--- src/rtl/mips_cpu_run_ctrl_pkg.sv ---
// Shared types for the MIPS CPU run controller: FSM states and verdict codes.
package mips_cpu_run_ctrl_pkg;

    typedef enum logic [1:0] {
        IDLE  = 2'd0,
        RESET = 2'd1,
        RUN   = 2'd2,
        DONE  = 2'd3
    } state_t;

    typedef enum logic [1:0] {
        FC_PASS    = 2'd0,
        FC_HANG    = 2'd1,
        FC_TIMEOUT = 2'd2
    } fail_code_t;

endpackage

--- src/rtl/mips_cpu_pc_trace_buf.sv ---
// Ring buffer of the most recent retired PCs; read index 0 is the newest entry.
// Only instantiated when MIPS_CPU_RUN_CTRL_TRACE_EN is defined. DEPTH must be a power of 2.
module mips_cpu_pc_trace_buf #(
    parameter int PC_W  = 32,
    parameter int DEPTH = 8
) (
    input  logic                     clk_i,
    input  logic                     rst_n_i,
    input  logic                     clr_i,
    input  logic                     wr_en_i,
    input  logic [PC_W-1:0]          wr_pc_i,
    input  logic [$clog2(DEPTH)-1:0] rd_idx_i,
    output logic [PC_W-1:0]          rd_pc_o
);

    localparam int IDX_W = $clog2(DEPTH);

    logic [PC_W-1:0]  mem_q [DEPTH];
    logic [IDX_W-1:0] wptr_q;

    always_ff @(posedge clk_i) begin
        if (!rst_n_i || clr_i) begin
            for (int i = 0; i < DEPTH; i++) begin
                mem_q[i] <= '0;
            end
            wptr_q <= '0;
        end else if (wr_en_i) begin
            mem_q[wptr_q] <= wr_pc_i;
            wptr_q        <= wptr_q + IDX_W'(1);
        end
    end

    // Pointer arithmetic wraps naturally because DEPTH is a power of 2.
    assign rd_pc_o = mem_q[wptr_q - IDX_W'(1) - rd_idx_i];

endmodule

--- src/rtl/mips_cpu_run_ctrl.sv ---
// Run controller for the MIPS CPU: sequences core reset, counts cycles/retires, latches a verdict.
// Optional PC trace ring buffer enabled by defining MIPS_CPU_RUN_CTRL_TRACE_EN.
//
//   state | meaning
//   IDLE  | after reset, core held in reset, waiting for start
//   RESET | core reset held for RST_CYCLES cycles
//   RUN   | core running, counters and end-of-program detectors active
//   DONE  | verdict latched, counters frozen, core held in reset
module mips_cpu_run_ctrl
    import mips_cpu_run_ctrl_pkg::*;
#(
    parameter int              PC_W        = 32,
    parameter int              CNT_W       = 32,
    parameter int              RST_CYCLES  = 3,
    parameter logic [PC_W-1:0] PASS_PC     = PC_W'(32'h0000_0008),
    parameter int              HANG_CYCLES = 16,
    parameter int              TIMEOUT     = 100000
`ifdef MIPS_CPU_RUN_CTRL_TRACE_EN
    ,
    parameter int              TRACE_DEPTH = 8
`endif
) (
    input  logic             mips_cpu_clk,
    input  logic             mips_cpu_reset,
    input  logic             start,
    output logic             cpu_reset,
    input  logic             pc_valid,
    input  logic [PC_W-1:0]  pc_in,
    output logic             busy,
    output logic             done,
    output logic             pass,
    output logic [1:0]       fail_code,
    output logic [CNT_W-1:0] cycle_cnt,
    output logic [CNT_W-1:0] retire_cnt
`ifdef MIPS_CPU_RUN_CTRL_TRACE_EN
    ,
    input  logic [$clog2(TRACE_DEPTH)-1:0] trace_idx,
    output logic [PC_W-1:0]                trace_pc
`endif
);

    localparam int               RST_W        = $clog2(RST_CYCLES + 1);
    localparam int               HANG_W       = $clog2(HANG_CYCLES + 1);
    localparam logic [RST_W-1:0] RST_LOAD     = RST_W'(RST_CYCLES - 1);
    localparam logic [HANG_W-1:0] HANG_LIMIT  = HANG_W'(HANG_CYCLES);
    localparam logic [CNT_W-1:0] TIMEOUT_LAST = CNT_W'(TIMEOUT - 1);

    state_t            state_q;
    logic              cpu_reset_q;
    logic              busy_q;
    logic              done_q;
    logic              pass_q;
    fail_code_t        fail_code_q;
    logic [CNT_W-1:0]  cycle_cnt_q;
    logic [CNT_W-1:0]  retire_cnt_q;
    logic [HANG_W-1:0] hang_cnt_q;
    logic [HANG_W-1:0] hang_cnt_d;
    logic [PC_W-1:0]   last_pc_q;
    logic [RST_W-1:0]  rst_cnt_q;

    logic pass_hit;
    logic hang_hit;
    logic timeout_hit;

    // A cleared last_pc with a zero count gives 1 on the first sample whatever the PC is.
    always_comb begin
        hang_cnt_d = hang_cnt_q;
        if (pc_valid) begin
            hang_cnt_d = (pc_in == last_pc_q) ? hang_cnt_q + HANG_W'(1) : HANG_W'(1);
        end
        pass_hit    = pc_valid && (pc_in == PASS_PC);
        hang_hit    = pc_valid && (hang_cnt_d == HANG_LIMIT);
        timeout_hit = (cycle_cnt_q == TIMEOUT_LAST);
    end

    always_ff @(posedge mips_cpu_clk) begin
        if (!mips_cpu_reset) begin
            state_q      <= IDLE;
            cpu_reset_q  <= 1'b1;
            busy_q       <= 1'b0;
            done_q       <= 1'b0;
            pass_q       <= 1'b0;
            fail_code_q  <= FC_PASS;
            cycle_cnt_q  <= '0;
            retire_cnt_q <= '0;
            hang_cnt_q   <= '0;
            last_pc_q    <= '0;
            rst_cnt_q    <= '0;
        end else begin
            case (state_q)
                IDLE, DONE: begin
                    if (start) begin
                        state_q      <= RESET;
                        cpu_reset_q  <= 1'b1;
                        busy_q       <= 1'b1;
                        done_q       <= 1'b0;
                        pass_q       <= 1'b0;
                        fail_code_q  <= FC_PASS;
                        cycle_cnt_q  <= '0;
                        retire_cnt_q <= '0;
                        hang_cnt_q   <= '0;
                        last_pc_q    <= '0;
                        rst_cnt_q    <= RST_LOAD;
                    end
                end
                RESET: begin
                    if (rst_cnt_q == '0) begin
                        state_q     <= RUN;
                        cpu_reset_q <= 1'b0;
                    end else begin
                        rst_cnt_q <= rst_cnt_q - RST_W'(1);
                    end
                end
                RUN: begin
                    if (cycle_cnt_q != '1) begin
                        cycle_cnt_q <= cycle_cnt_q + CNT_W'(1);
                    end
                    if (pc_valid && (retire_cnt_q != '1)) begin
                        retire_cnt_q <= retire_cnt_q + CNT_W'(1);
                    end
                    if (pc_valid) begin
                        last_pc_q <= pc_in;
                    end
                    hang_cnt_q <= hang_cnt_d;
                    if (pass_hit || hang_hit || timeout_hit) begin
                        state_q     <= DONE;
                        cpu_reset_q <= 1'b1;
                        busy_q      <= 1'b0;
                        done_q      <= 1'b1;
                        pass_q      <= pass_hit;
                        if (pass_hit) begin
                            fail_code_q <= FC_PASS;
                        end else if (hang_hit) begin
                            fail_code_q <= FC_HANG;
                        end else begin
                            fail_code_q <= FC_TIMEOUT;
                        end
                    end
                end
                default: begin
                    state_q <= IDLE;
                end
            endcase
        end
    end

    assign cpu_reset  = cpu_reset_q;
    assign busy       = busy_q;
    assign done       = done_q;
    assign pass       = pass_q;
    assign fail_code  = fail_code_q;
    assign cycle_cnt  = cycle_cnt_q;
    assign retire_cnt = retire_cnt_q;

`ifdef MIPS_CPU_RUN_CTRL_TRACE_EN
    logic trace_clr;
    logic trace_wr;

    assign trace_clr = start && ((state_q == IDLE) || (state_q == DONE));
    assign trace_wr  = (state_q == RUN) && pc_valid;

    mips_cpu_pc_trace_buf #(
        .PC_W  (PC_W),
        .DEPTH (TRACE_DEPTH)
    ) u_trace_buf (
        .clk_i    (mips_cpu_clk),
        .rst_n_i  (mips_cpu_reset),
        .clr_i    (trace_clr),
        .wr_en_i  (trace_wr),
        .wr_pc_i  (pc_in),
        .rd_idx_i (trace_idx),
        .rd_pc_o  (trace_pc)
    );
`endif

endmodule

--- config.mk ---
export PLATFORM = sky130hd
export DESIGN_NAME = mips_cpu_run_ctrl
export DESIGN_NICKNAME = d
export VERILOG_FILES = /design/src/rtl/mips_cpu_run_ctrl_pkg.sv /design/src/rtl/mips_cpu_pc_trace_buf.sv /design/src/rtl/mips_cpu_run_ctrl.sv
export SDC_FILE = /design/constraint.sdc
export NUM_CORES = 1
export LEC_CHECK = 0
export ABC_AREA = 1
export ABC_CLOCK_PERIOD_IN_PS = 3230
export CORE_AREA = 2 2 104 147
export DETAILED_ROUTE_END_ITERATION = 16
export DIE_AREA = 0 0 106 149
export PLACE_DENSITY = 0.68
export SETUP_SLACK_MARGIN = 0.1
export SLEW_MARGIN = 20
export SYNTH_ARGS = -nofsm -noshare
export SYNTH_HDL_FRONTEND = slang
export SYNTH_HIERARCHICAL = 1
export SYNTH_SLANG_ARGS = --single-unit
--- constraint.sdc ---
create_clock -name mips_cpu_clk -period 3.23 [get_ports mips_cpu_clk]
set_input_delay 0.8075 -clock mips_cpu_clk [delete_from_list [all_inputs] [get_ports mips_cpu_clk]]
set_output_delay 0.8075 -clock mips_cpu_clk [all_outputs]
set_load 0.03 [all_outputs]
# [After elaboration in Yosys (flattened, before gate mapping)]
# Cells that the tools add are included.
[word_totals] in_bits=36 wordCells=81 regBits=111 out_inout_bits=70
[op_classes] eq_ne=16 n_mux=33 reduce_logical=17 addsub=4
[ops] op="$pmux W32 S2" n=3
[ops] op="$mux W32" n=4
[ops] op="$add A32 B1 Y32 const B" n=2
[ops] op="$ne A32 B32 Y1 const B" n=2
[ops] op="$eq A32 B17 Y1 const B" n=1
[ops] op="$eq A32 B32 Y1" n=1
[ops] op="$eq A32 B4 Y1 const B" n=1
[ops] op="$mux W2" n=9
[ops] op="$reduce_and A3 Y1" n=6
[ops] op="$mux W5" n=3
[ops] op="$ne A2 B2 Y1 const B" n=7
[ops] op="$pmux W5 S2" n=1
[ops] op="$pmux W2 S2" n=2
[ops] op="$mux W1" n=6
[ops] op="$pmux W1 S2" n=3
[ops] op="$pmux W2 S3" n=1
[ops] op="$add A5 B1 Y5 const B" n=1
[ops] op="$eq A5 B5 Y1 const B" n=1
[ops] op="$eq A2 B2 Y1 const B" n=2
[ops] op="$logic_not A2 Y1" n=2
[ops] op="$reduce_bool A2 Y1" n=2
[ops] op="$logic_and A1 B1 Y1" n=3
[ops] op="$pmux W1 S3" n=1
[ops] op="$eq A2 B1 Y1 const B" n=1
[ops] op="4 further kinds" n=5

# [Depth between registers and ports, before layout]
[depth] depth_word=9 ltp_mapped=18 ltp_nobuf=18

# [Worst setup path before layout]
# Ideal clock, no wire load.
[synth_path] path_type="input to register" start="in pc_in[30]" end="reg state_q[0]" path_buffers=0 setup_ps=110 arrival_ps=2019 required_time_ps=3120 slack_ps=1101 cell_stages=14 path_cell_list="xnor2_1 > nand2_1 > nor2_1 > nand2_1 > nor2_1 > nand2_2 > a21oi_1 > nor2_1 > nand2_2 > nand3_4 > nand3_1 > nand2_1 > inv_1 > nor2_1"
[synth_via] elab_chain_len=9 elab_cells_between_ends=11 cone_classes="eq/ne (4); mux (2); reduce/logical (5)"
[synth_lines] element="start, declared" line_no="mips_cpu_run_ctrl.sv:28" source="input logic [PC_W-1:0] pc_in,"
[synth_lines] element="$eq A32 B32 Y1" line_no="mips_cpu_run_ctrl.sv:69" source="hang_cnt_d = (pc_in == last_pc_q) ? hang_cnt_q + HANG_W'(1) : HANG_W'(1);"
[synth_lines] element="$mux W5" line_no="mips_cpu_run_ctrl.sv:69"
[synth_lines] element="$mux W5" line_no="mips_cpu_run_ctrl.sv:68" source="if (pc_valid) begin"
[synth_lines] element="$eq A5 B5 Y1" line_no="mips_cpu_run_ctrl.sv:72" source="hang_hit = pc_valid && (hang_cnt_d == HANG_LIMIT);"
[synth_lines] element="$logic_and A1 B1 Y1" line_no="mips_cpu_run_ctrl.sv:72"
[synth_lines] element="$logic_or A1 B1 Y1 * (2 in a row)" line_no="mips_cpu_run_ctrl.sv:125" source="if (pass_hit || hang_hit || timeout_hit) begin"
[synth_lines] element="$ne A2 B2 Y1 (no line) *"
[synth_lines] element="$reduce_and A3 Y1 (no line) *"
[synth_lines] element="end signal, assigned" line_no="mips_cpu_run_ctrl.sv:108" source="state_q <= RUN;"
[synth_lines] element="end signal, assigned" line_no="mips_cpu_run_ctrl.sv:126" source="state_q <= DONE;"
[synth_lines] element="end signal, assigned" line_no="mips_cpu_run_ctrl.sv:141" source="state_q <= IDLE;"
[synth_lines] element="end, declared" line_no="mips_cpu_run_ctrl.sv:48" source="state_t state_q;"
# Mark *: on every way between the ends. The rest lies on a longest branch, timed or not.
# A chain may end at the register's enable or synchronous reset.

# [Worst setup path in the final report]
[layout_path] start="in pc_in[25]" end="reg state_q[0]"
# The elaborated chain is that of the path after synthesis.

==> results_dict.tcl <==
set metrics [dict create \
    share_of_layout_cells_above_drive_strength_1_pct 6.267 \
    combinational_power_share_pct 35.9 \
    hold_class "reg -> reg" \
    start_util_pct 43.85 \
    total_internal_power_w 0.002562 \
    clockPowerShare_pct 26.3 \
    startpoint_type "primary input" \
    synth.cell_area_um2 6426 \
    root_buffer "sky130_fd_sc_hd__clkbuf_16" \
    cts_tree "yes" \
    drv_cap 0 \
    post_drt_via_cell_ratio 5.002 \
    drt_pass1_iterations 4 \
    synthAdderAreaFrac_pct 1.363 \
    final-hold-violation-count 0 \
    synth.yosys.seq_area_share_pct 34.58 \
    detail_route.iter0.violations 225 \
    finalClockSkew_ns 0.01078 \
    pin_count_of_the_biggest_net_entering_global_routing 42 \
    finalWorstPathRequiredPeriod_ns 2.610 \
    crit_path_max_fanout 7 \
    routed_wl_mm 16.82 \
    post_dr_wirelength_cell_um 13.17 \
    yosys-mux-area-fraction_pct 0 \
    design.final.nets 1123 \
    drt_drc_violations_left 0 \
    report.final.slew_viol_count 0 \
    antenna_cells 0 \
    outcome "complete, no violations" \
    design.portCount 106 \
    cellPowerDensity_nw_per_um2 529.5 \
    crit_arrival_ns 2.87 \
    clk_pin_slew_worst_paths_ns 0.08 \
    place_congestion 0.9174 \
    total_number_of_vias 6387 \
    synth_largest_type_area_fraction_pct 34.58 \
    cts-hold-fix-buffers 0 \
    fillerInstances 1474 \
    worstMarginPinSlew_ns 0.6127 \
    post-synth-top-count-cell "sky130_fd_sc_hd__nand2_1" \
    flip_flop_and_latch_count_after_synthesis 111 \
    compound_gate_fraction_of_synth_area_pct 13.24 \
    hpwl_mm 12.67 \
    grt_first_pass_wirelength_mm 28.30 \
    net-switching-power_w 0.001678 \
    worst_ep_required_time_ns 3.49 \
    power.static_leakage_nw 3.061 \
    worstSetupEndpointType "register" \
    fp-row-count 53 \
    yosys.cell_types.count 41 \
    remaining_global_route_overflow 0 \
    die_area_um2 15790 \
    postSynthCellCount 976 \
    port_buffers 105 \
    clock_path_buffers 2 \
    power_switching_share_pct 39.58 \
    unrepaired_setup_endpoints_after_global_routing "false" \
    clock_tree.htree_level_count 3 \
    synth_xor_area_share_pct 4.498 \
    synth_commonest_cells "sky130_fd_sc_hd__nand2_1, sky130_fd_sc_hd__inv_1, sky130_fd_sc_hd__nor2_1" \
    synth.net_count 1019 \
    cts.repair_timing.setup_buffer_count 0 \
    post_route_setup_tns_ns 0 \
    slew_headroom_pct 59.09 \
    chipHeight_um 149 \
    irDropWorstVdd_v 0.0003517 \
    die_width_um 106 \
    seq_power_share_pct 37.8 \
    tritoncts.num_buffers 9 \
    postSynth.asyncResetShare_pct 0 \
    worst_skew_pair.late_latency_ns 0.36 \
    synth_flop_cell "sky130_fd_sc_hd__dfxtp_1" \
    period_share_pct 80.80 \
    setup_viol 0 \
    ys_warn_count 6 \
    maxClockFrequency_ghz 0.3832 \
    design.core.area_um2 14660 \
    post_cts_resize_count 0 \
    area_growth_synth_to_finish_pct 24.61 \
    cts.sinks 111 \
    number_of_global_route_vias_before_repair 6054 \
    synth_top_family_by_area "simple AND/OR/NAND/NOR gates" \
    criticalPathCategory "in -> reg" \
    synth_area_leaders "sky130_fd_sc_hd__dfxtp_1, sky130_fd_sc_hd__nand2_1, sky130_fd_sc_hd__inv_1" \
    synthesis.area_per_instance_um2 6.584 \
    synth_top_cell_by_area "sky130_fd_sc_hd__dfxtp_1" \
    groute.usage.overall_pct 21.80 \
    ant_nets 0 \
    final_total_pwr_w 0.004240 \
    number_of_enable_type_register_cells_in_the_synthesized_netlist 0 \
    synth-simple-area-share_pct 36.80 \
    antenna_found_initial 0 \
]
stage by stage:
step	util [%]	setup slack [ns]	instances	hold WS, ns	cell area (um2)
2_1_floorplan	-	1.101	976	0.4508	6426
3_3_place_gp	52.65	0.2723	1261	0.4477	7716
3_5_place_dp	52.65	0.2344	1261	0.4511	7716
4_1_cts	54.64	0.6189	1277	0.4635	8008
5_1_grt	54.64	0.3279	1277	0.4942	8008
6_report	54.64	0.6203	1277	0.4617	8008
cell type report:
type	instances	area, um2	share of cell area (%)
Multi-Input combinational cell	706	3592	44.86
Sequential cell	111	2222	27.75
Timing Repair Buffer	116	1146	14.31
Inverter	136	515.5	6.437
Tap cell	192	240.2	3.000
Clock buffer	9	225.2	2.813
Clock inverter	7	66.31	0.8281
logic make-up (layout without fill, tap and decap cells):
kind of cell | count (synthesis) | in the layout
AOI/OAI and AO/OA | 151 | 151
DFF | 111 | 111
and+or+nand+nor | 515 | 515
xor gates and xnor gates | 33 | 33
adders and majority gates | 7 | 7
buffers and inverters | 159 | 268
per-layer routing:
metal	vias up	GRT usage, %	part of all wire (%)
li1	3391	-	-
met5	-	0	0
met4	0	5.855	1.1
met1	2889	25.88	44
met2	97	41.03	52
met3	10	2.752	3.0
layout by cell type (no fill, tap or decap), drive strengths merged:
cell	Yosys	final
xor2	17	17
nand3	35	35
nand2	254	254
o21ai	28	28
o21a	7	7
or3	1	1
clkinv	3	7
dfxtp	111	111
buf	7	11
a211oi	12	12
a221oi	1	1
clkbuf	16	9
a31oi	8	8
a31o	1	1
nor2	130	130
nor3	41	41
nor3b	5	5
and3	3	3
nand4	30	30
a2bb2oi	4	4
nor4	16	16
ha	7	7
clkdlybuf4s50	0	105
inv	133	136
xnor2	16	16
a21oi	90	90
flip-flops by register name, summed over array words and instances, names as in the netlist:
register / flops
busy: 1
cpu_reset: 1
cycle_cnt: 32
done: 1
fail_code: 2
hang_cnt_q: 5
last_pc_q: 32
pass: 1
retire_cnt: 32
rst_cnt_q: 2
state_q: 2
worst paths after layout:
| kind | slack (ns) | start | depth (start not counted) | to |
|---|---|---|---|---|
| min | 0.46 | fail_code[1]$_SDFFE_PN0P_ | 2 | fail_code[1]$_SDFFE_PN0P_ |
| max reg2reg | 0.83 | state_q[0]$_SDFFE_PN0P_ | 11 | last_pc_q[26]$_SDFFE_PN0P_ |
| max | 0.62 | pc_in[25] | 18 | state_q[0]$_SDFFE_PN0P_ |
| min reg2reg | 0.46 | fail_code[1]$_SDFFE_PN0P_ | 2 | fail_code[1]$_SDFFE_PN0P_ |
critical path: stages:
cell,delay [ns]
sky130_fd_sc_hd__clkdlybuf4s50_1,0.56
sky130_fd_sc_hd__nand2_1,0.07
sky130_fd_sc_hd__inv_1,0.05
sky130_fd_sc_hd__nor2_1,0.03
sky130_fd_sc_hd__nor2_1,0.11
sky130_fd_sc_hd__nand2_1,0.08
sky130_fd_sc_hd__nor2_1,0.17
sky130_fd_sc_hd__nand2_1,0.07
sky130_fd_sc_hd__nor2_1,0.17
sky130_fd_sc_hd__nand2_1,0.08
sky130_fd_sc_hd__nand2_1,0.10
sky130_fd_sc_hd__nor2_1,0.06
sky130_fd_sc_hd__nand2_2,0.10
sky130_fd_sc_hd__nand3_4,0.10
sky130_fd_sc_hd__nand3_1,0.13
sky130_fd_sc_hd__nand2_1,0.06
sky130_fd_sc_hd__inv_1,0.05
sky130_fd_sc_hd__nor2_1,0.04
power by group through the flow:
stage	logic, W	clock network [W]	registers (W)
CTS	0.00154	0.00114	0.00160
detailed placement	0.00153	0	0.00163
global route	0.00173	0.00119	0.00162
floorplan	0.00103	0	0.00167
finish	0.00152	0.00112	0.00160
global placement	0.00151	0	0.00163
No activity file was read; power rests on OpenSTA's default activity.
